`src/rtl/sweep_pkg.sv`:
```
// Shared types and default sizes for the sweep sequencer.
package sweep_pkg;

   typedef enum logic [1:0] {
      IDLE = 2'd0,
      UP   = 2'd1,
      DOWN = 2'd2,
      DONE = 2'd3
   } sweep_state_t;

   localparam int SWEEP_WIDTH  = 4;
   localparam int SWEEP_PASS_W = 3;

endpackage

```
`src/rtl/sweep_ctrl_updown_cnt.sv`:
```
// Loadable up/down counter register; load beats count, reset clears to zero.
module updown_cnt
   import sweep_pkg::*;
#(
   parameter int WIDTH = SWEEP_WIDTH
) (
   input  logic             clk,
   input  logic             rst_n,
   input  logic             en,
   input  logic             load,
   input  logic [WIDTH-1:0] load_val,
   input  logic             dir,
   output logic [WIDTH-1:0] q
);

   // count register: load has priority, otherwise step in dir when enabled
   always_ff @(posedge clk or negedge rst_n) begin
      if (!rst_n)    q <= '0;
      else if (load) q <= load_val;
      else if (en)   q <= dir ? q + WIDTH'(1) : q - WIDTH'(1);
   end

endmodule

```
`src/rtl/sweep_ctrl.sv`:
```
// Sweep sequencer: drives updown_cnt between latched lo/hi for a latched
// number of round trips. Optional macro SWEEP_HOLD_EN adds a 'hold' input
// that freezes a running sweep (abort still wins).
module sweep_ctrl
   import sweep_pkg::*;
#(
   parameter int WIDTH  = SWEEP_WIDTH,
   parameter int PASS_W = SWEEP_PASS_W
) (
   input  logic              clk,
   input  logic              reset,
   input  logic              start,
   input  logic              abort,
`ifdef SWEEP_HOLD_EN
   input  logic              hold,
`endif
   input  logic [WIDTH-1:0]  lo,
   input  logic [WIDTH-1:0]  hi,
   input  logic [PASS_W-1:0] passes,
   output logic [WIDTH-1:0]  q,
   output logic              dir,
   output logic              busy,
   output logic              done,
   output logic              err
);

   sweep_state_t      state;
   logic [WIDTH-1:0]  lo_r, hi_r;
   logic [PASS_W-1:0] passes_r, pcnt;

   logic              frz;
   logic              start_req, start_bad, start_ok;
   logic              run, cnt_en;
   logic [WIDTH-1:0]  q_inc, q_dec;
   logic [PASS_W-1:0] pcnt_inc;

`ifdef SWEEP_HOLD_EN
   assign frz = hold;
`else
   assign frz = 1'b0;
`endif

   // start is only looked at in IDLE, and abort masks it completely
   assign start_req = (state == IDLE) && start && !abort;
   assign start_bad = (lo >= hi) || (passes == '0);
   assign start_ok  = start_req && !start_bad;

   assign run      = (state == UP) || (state == DOWN);
   assign cnt_en   = run && !abort && !frz;
   assign q_inc    = q + WIDTH'(1);
   assign q_dec    = q - WIDTH'(1);
   assign pcnt_inc = pcnt + PASS_W'(1);

   updown_cnt #(.WIDTH(WIDTH)) u_cnt (
      .clk      (clk),
      .rst_n    (reset),
      .en       (cnt_en),
      .load     (start_ok),
      .load_val (lo),
      .dir      (state == UP),
      .q        (q)
   );

   // sequencing FSM with registered busy/done/err/dir
   always_ff @(posedge clk or negedge reset) begin
      if (!reset) begin
         state    <= IDLE;
         dir      <= 1'b1;
         busy     <= 1'b0;
         done     <= 1'b0;
         err      <= 1'b0;
         pcnt     <= '0;
         lo_r     <= '0;
         hi_r     <= '0;
         passes_r <= '0;
      end else begin
         done <= 1'b0;
         err  <= 1'b0;
         if (state == IDLE) begin
            if (start_req && start_bad) begin
               err <= 1'b1;
            end else if (start_ok) begin
               lo_r     <= lo;
               hi_r     <= hi;
               passes_r <= passes;
               pcnt     <= '0;
               dir      <= 1'b1;
               busy     <= 1'b1;
               state    <= UP;
            end
         end else if (abort) begin
            state <= IDLE;
            dir   <= 1'b1;
            busy  <= 1'b0;
         end else if (frz) begin
            // a frozen DONE keeps its pulse up until released
            done <= (state == DONE);
         end else begin
            case (state)
               UP: begin
                  if (q_inc == hi_r) begin
                     dir   <= 1'b0;
                     state <= DOWN;
                  end
               end
               DOWN: begin
                  if (q_dec == lo_r) begin
                     pcnt <= pcnt_inc;
                     if (pcnt_inc == passes_r) begin
                        done  <= 1'b1;
                        state <= DONE;
                     end else begin
                        dir   <= 1'b1;
                        state <= UP;
                     end
                  end
               end
               DONE: begin
                  dir   <= 1'b1;
                  busy  <= 1'b0;
                  state <= IDLE;
               end
               default: state <= IDLE;
            endcase
         end
      end
   end

endmodule

```
`config.mk`:
```
export PLATFORM = sky130hd
export DESIGN_NAME = sweep_ctrl
export DESIGN_NICKNAME = d
export VERILOG_FILES = /design/src/rtl/sweep_pkg.sv /design/src/rtl/sweep_ctrl_updown_cnt.sv /design/src/rtl/sweep_ctrl.sv
export SDC_FILE = /design/constraint.sdc
export NUM_CORES = 1
export LEC_CHECK = 0
export ABC_AREA = 0
export CAP_MARGIN = 20
export CORE_MARGIN = 2
export CORE_UTILIZATION = 51
export DETAILED_ROUTE_END_ITERATION = 8
export MAX_ROUTING_LAYER = met4
export PLACE_DENSITY_LB_ADDON = 0.1
export SLEW_MARGIN = 20
export SYNTH_ARGS = -nofsm -noshare
export SYNTH_HDL_FRONTEND = slang
export SYNTH_SLANG_ARGS = --single-unit
```
`constraint.sdc`:
```
create_clock -name clk -period 2.6 [get_ports clk]
set_input_delay 0.26 -clock clk [delete_from_list [all_inputs] [get_ports clk]]
set_output_delay 0.26 -clock clk [all_outputs]
set_load 0.02 [all_outputs]
```
==> impl_results.md <==
- Status: complete, but fails checks
- Failing checks: DRC
- Crit share post-route: 85.29%
- Leakage: 0.7986 nW
- GP Congestion: 0.7939
- PD cells: 1072 nW/um2
- Clock root buffer: clkbuf_4
- #FFs+latches synth: 24
- Synthesis-to-layout area growth: 18.77%
- Top post-synthesis cells by area: dfrtp_1 (38%), ha_1 (9.0%), xnor2_1 (6.3%), mux2_2 (5.2%), o21ai_0 (3.6%)
- Global-route wire length before repair: 5409 um
- Asr flop ratio synth: 100.0%
- Sw power: 0.0008019 W
- Layout Nets: 200
- Post-synthesis cell count: 148
- RSZ-0062 raised after global routing: no
- Largest net degree at the start of global routing: 21
- Maximum VDD drop: 463.8 uV
- Drt first-iter violations: 35
- Sequential cell area: 601.8 um2
- Vias in the first global route: 1155
- Worst Skew: 2.281 ps
- Via density: 5.613
- Post_cts resized: 0
- Final Hold Viols: 0
- Total power: 0.001944 W
- Die Y: 58.71 um
- Initial Utilization: 54.42%
- Area share of the leading cell type in the synthesized netlist: 37.70%
- Routed Antenna Nets: 0
- Post-CTS Setup Bufs: 0
- Drt drc: 1
- Critical path data arrival time: 2480 ps
- Most area-hungry cell type in the Yosys netlist: dfrtp_1
- Routed via count: 1145
- Top_reg_cell synth: dfrtp_1
- Max cap viols: 0
- Post-Syn Area: 1526 um2
- Switch share: 41.26%
- Final count of negative-setup-slack endpoints: 0
- Site row count: 19
- CP max FO: 7
- Layout cells sized above 1: 13.29%
- Later-pin clock latency in the skew report: 320 ps
- Mapped Nets: 174
- Crit path cell chain: inv_1 > ha_1 > xnor2_1 > nand2_1 > o311a_1 > a2111oi_4 > mux2_1
- Sequential share of power: 34.3%
- DRT Pass-1 Iters: 6
- Clock sink count: 24
- Detailed Route WL: 3125 um
- CP Class: flop to flop
- Max_slew headroom: 51.21%
- Clock period minus worst slack: 2218 ps
- Most frequent cells in the layout: dfrtp_1 (23), clkdlybuf4s50_1 (22), xnor2_1 (11), ha_1 (11)
- Worst slew pin tran: 729.6 ps
- Detail Placement HPWL: 2396 um
- CTS buffer count: 3
- CTS clk-pin slew, worst paths: 130 ps
- Die width: 58.71 um
- Slowest cell on the critical path: dfrtp_1
- Type of the worst min-delay path: primary input to async pin
- CP startpoint kind: flop
- Avg Cell Area, Syn: 10.31 um2
- Post-synth EDFFs: 0
- Worst setup EP type: flop
- Total Routing Usage GR: 21.18%
- Most common cell after layout, fill and taps aside: dfrtp_1
- TritonCTS clock tree: yes
- Final Max Slew Viols: 0
- N_diodes: 0
- Max Buffers Root-to-Sink: 2
- Post-CTS Hold Buffers: 0
- Synth unique cells: 35
- Area of the die: 3447 um2
- CP peak stage delay: 500 ps
- Max Clk Rate: 451.0 MHz
- Internal: 0.001142 W
- Area occupied by multi-input gates: 854.6 um2
- Ys Warns: 0
- Setup_tns: 0 ps
- Io pins: 23
- Combinational power share: 56.6%
- Worst path required time: 2860 ps
- Floorplan core area: 2805 um2
- Port Buffer Count: 22
- Initial antenna violation count: 0
- Fill cell count: 250
- H-tree depth: 1
- WL per Instance: 15.32 um
- Clock Power Share: 9.1%
- Gr ovfl total: 0
- Seq/Total Area, Yosys: 39.43%
[critical path: cells and delay by family, from the launching register on]
| family | cells | cell delay [ps] |
|---|---|---|
| buf+inv | 1 | 80 |
| mux | 1 | 350 |
| simple gates | 1 | 70 |
| xor+xnor | 1 | 170 |
| compound gates | 2 | 650 |
| flops | 1 | 500 |
| fa+ha+maj | 1 | 340 |
[state kept, by name (all words and copies together) (netlist names)]
register  cells
busy          1
hi_r          4
passes_r      3
done          1
dir           1
err           1
u_cnt.q       4
state         2
lo_r          4
pcnt          3
[logic make-up (layout without fill, tap and decap cells)]
family / count (synthesis) / after routing / synth area share [%]
fa+ha+maj: 11 / 11 / 9.016
compound gates: 26 / 26 / 11.88
flops: 24 / 24 / 39.43
xor+xnor: 19 / 19 / 12.70
simple gates: 41 / 41 / 13.61
buf+inv: 15 / 40 / 4.836
mux: 12 / 12 / 8.525
[synthesized netlist by cell type, types with 5 or more instances]
cell type	count
mux2_2	7
nor2_1	10
xnor2_1	11
inv_1	9
o21ai_0	11
nand2_1	9
xor2_1	6
a21oi_1	7
ha_1	11
dfrtp_1	23
nor3_1	5
[power groups by stage]
stage	clock (W)	combinational [W]	sequential, W
floorplan	0	0.000803	0.000689
global placement	0	0.00109	0.000665
detailed placement	0	0.00110	0.000677
CTS	0.000184	0.00110	0.000668
global route	0.000200	0.00122	0.000688
finish	0.000176	0.00110	0.000667
[cell type report]
| type | instances | area share [%] |
|---|---|---|
| clock buffers | 4 | 1.449 |
| inverters | 9 | 1.863 |
| multi-input cells | 109 | 47.14 |
| flip-flops and latches | 24 | 33.20 |
| well taps | 31 | 2.139 |
| repair buffers | 27 | 14.22 |
[metal layers]
metal  vias to the layer above  routed length [um]  GRT usage (%)
met3                         4                 132          2.198
met5                         -                   0              -
li1                        560                   -              -
met4                         0                  38          7.143
met2                        28                1395          31.14
met1                       553                1558          30.74
[final timing paths]
| check | from | endpoint | slack (ps) | cells after the start |
|---|---|---|---|---|
| worst max-delay path | u_cnt.q[1]$_DFFE_PN0P_ | dir$_DFFE_PN1P_ | 380 | 7 |
| worst min-delay path | reset | state[0]$_DFFE_PN0P_ | 360 | 1 |
| worst max register to register | u_cnt.q[1]$_DFFE_PN0P_ | dir$_DFFE_PN1P_ | 380 | 7 |
| worst min register to register | busy$_DFFE_PN0P_ | busy$_DFFE_PN0P_ | 530 | 2 |
| max in group asynchronous | reset | pcnt[1]$_DFFE_PN0P_ | 1630 | 2 |
| min in group clk | hi[1] | hi_r[1]$_DFFE_PN0P_ | 510 | 3 |
[stage by stage]
| step | utilization [%] | cells | hold slack (ps) | setup slack (ps) | cell area (um2) |
|---|---|---|---|---|---|
| floorplan | - | 148 | -35.59 | 379.2 | 1526 |
| global placement | 63.69 | 200 | 489.6 | 132.9 | 1787 |
| detailed placement | 63.69 | 200 | 492.3 | 78.25 | 1787 |
| CTS | 64.63 | 204 | 380.9 | 370.9 | 1813 |
| global route | 64.63 | 204 | 404.2 | 228.2 | 1813 |
| finish | 64.63 | 204 | 356.6 | 382.5 | 1813 |
Power figures use the tool's default switching activity.
==> variant, RTL diff (config.mk and constraints unchanged) <==
The package constant `SWEEP_PASS_W` goes from 3 to 5.
--- a/src/rtl/sweep_pkg.sv
+++ b/src/rtl/sweep_pkg.sv
@@ -10,5 +10,5 @@
 
    localparam int SWEEP_WIDTH  = 4;
-   localparam int SWEEP_PASS_W = 3;
+   localparam int SWEEP_PASS_W = 5;
 
 endpackage
Ports: changed (resized passes); port bits go from 23 to 25. No check against the original RTL was run, so the function may have changed too.
==> variant against the unedited design <==
- worst setup slack worse by 89 ps
- total power up 9.6%
- synthesized cell count rose by 14%
- sequential cell count increased by 4
- die area grew 12%
- cell area increased by 16%
- wire length increased by 5.7%
- clock skew increased by 11 ps
- synthesized area up 13%
==> variant: results (changes against the unedited design) <==
Routability cong. = 0.887 (+12%)
Non-clk buf share = 0.135 (-0.00724)
Inverters = 13 (+4)
Via density = 5.36 (-4.6%)
Clock network area share = 0.0251 (+0.0106)
NetSw = 0.000817 W (+1.8%)
Reg2Reg Setup Slack = 290 ps (-90 ps)
1st-iter DRT viols = 78 (+120%)
WL final = 3.30 mm (+5.7%)
HPWL after detailed placement = 2.60 mm (+8.7%)
Reg2Reg Depth = 8 (+1)
Clock skew = 12.8 ps (+10.5 ps)
Clock power share = 0.136 (+0.045)
Clk_lat worst skew = 340 ps (+20 ps)
Via count = 1296 (+13%)
Crit path arrival time = 2560 ps (+80 ps)
Initial antenna violation count = 0 (unchanged)
DR pass1 iterations = 4 (-2)
Top cells by area, synth = dfrtp_1 (39%), mux2_2 (8.5%), ha_1 (8.0%), xnor2_1 (6.6%), xor2_1 (4.1%)
Worst VDD drop = 620 µV (+34%)
Dominant register cell in the synthesized netlist = dfrtp_1
Sequential-to-total area share from yosys stat = 0.406 (+0.0120)
Syn Inst Count = 169 (+14%)
First-pass GRT wire length = 5.83 mm (+7.8%)
# nets final = 225 (+13%)
Area of the multi-input gates = 952 µm² (+11%)
Largest regs = passes_r (5), pcnt (5)
Pleak = 0.925 nW (+16%)
Comb group = 0.00110 W (about the same)
Worst-path clk slew = 160 ps (+30 ps)
Critical path endpoint = pcnt[1]
Synth top cells by count = dfrtp_1 (27), inv_1 (13), mux2_2 (13), xnor2_1 (13), nor2_1 (12)
Worst slew margin = 0.742 (+0.230)
Setup Slack @ Placement = 34.2 ps (-44.1 ps)
Hold_ws = 265 ps (-91.6 ps)
Max Freq = 0.434 GHz (-3.8%)
Unique masters post-synth = 39 (+11%)
Overall routing resource usage = 0.191 (-0.0208)
Longest Clk Path Bufs = 2 (unchanged)
Largest net degree at the start of global routing = 29 (+38%)
Multi-In Gates = 123 (+13%)
Yosys reg bits = 28 (+17%)
Area delta synth->final = 21.3%
Placed Cells incl. Taps = 238 (+19%)
Register area = 702 µm² (+17%)
Placed Area = 2040 µm² (+14%)
Layout cells sized above 1 = 0.148 (+0.0150)
Buffers excl. clock = 28 (+3.7%)
Clock Root Buffer = clkbuf_4
Mapped Nets = 197 (+13%)
Total CTS buffers = 3 (unchanged)
Outcome = completed
CP Max Fanout = 7 (unchanged)
Port buffer count = 24 (+9.1%)
PwrDens = 1020 nW/µm² (-5.2%)
Fillers = 284 (+14%)
-- variant: critical path: stages, from the launching register on --
cell	delay, ps
dfrtp_1	490
inv_1	70
ha_1	350
xor2_1	200
nand2_1	90
o32ai_2	360
nand3_1	110
a21o_1	250
mux2_4	310
-- variant: routing by layer --
metal	GRT usage	wire length, µm	up-vias
li1	-	-	643
met1	0.243	1510	618
met2	0.308	1610	28
met3	0.0308	121	7
met4	0.0722	56	0
met5	-	0	-
-- variant: logic make-up (layout without fill, tap and decap cells) --
| group | Yosys count | after routing | synth area share |
|---|---|---|---|
| AO/OA/AOI/OAI | 29 | 29 | 0.122 |
| flip-flops | 28 | 28 | 0.406 |
| AND/OR/NAND/NOR | 46 | 46 | 0.138 |
| multiplexers | 16 | 16 | 0.105 |
| adder cells (fa/ha/maj) | 11 | 11 | 0.0797 |
| XOR/XNOR | 21 | 21 | 0.106 |
| buffers and inverters | 18 | 45 | 0.0427 |
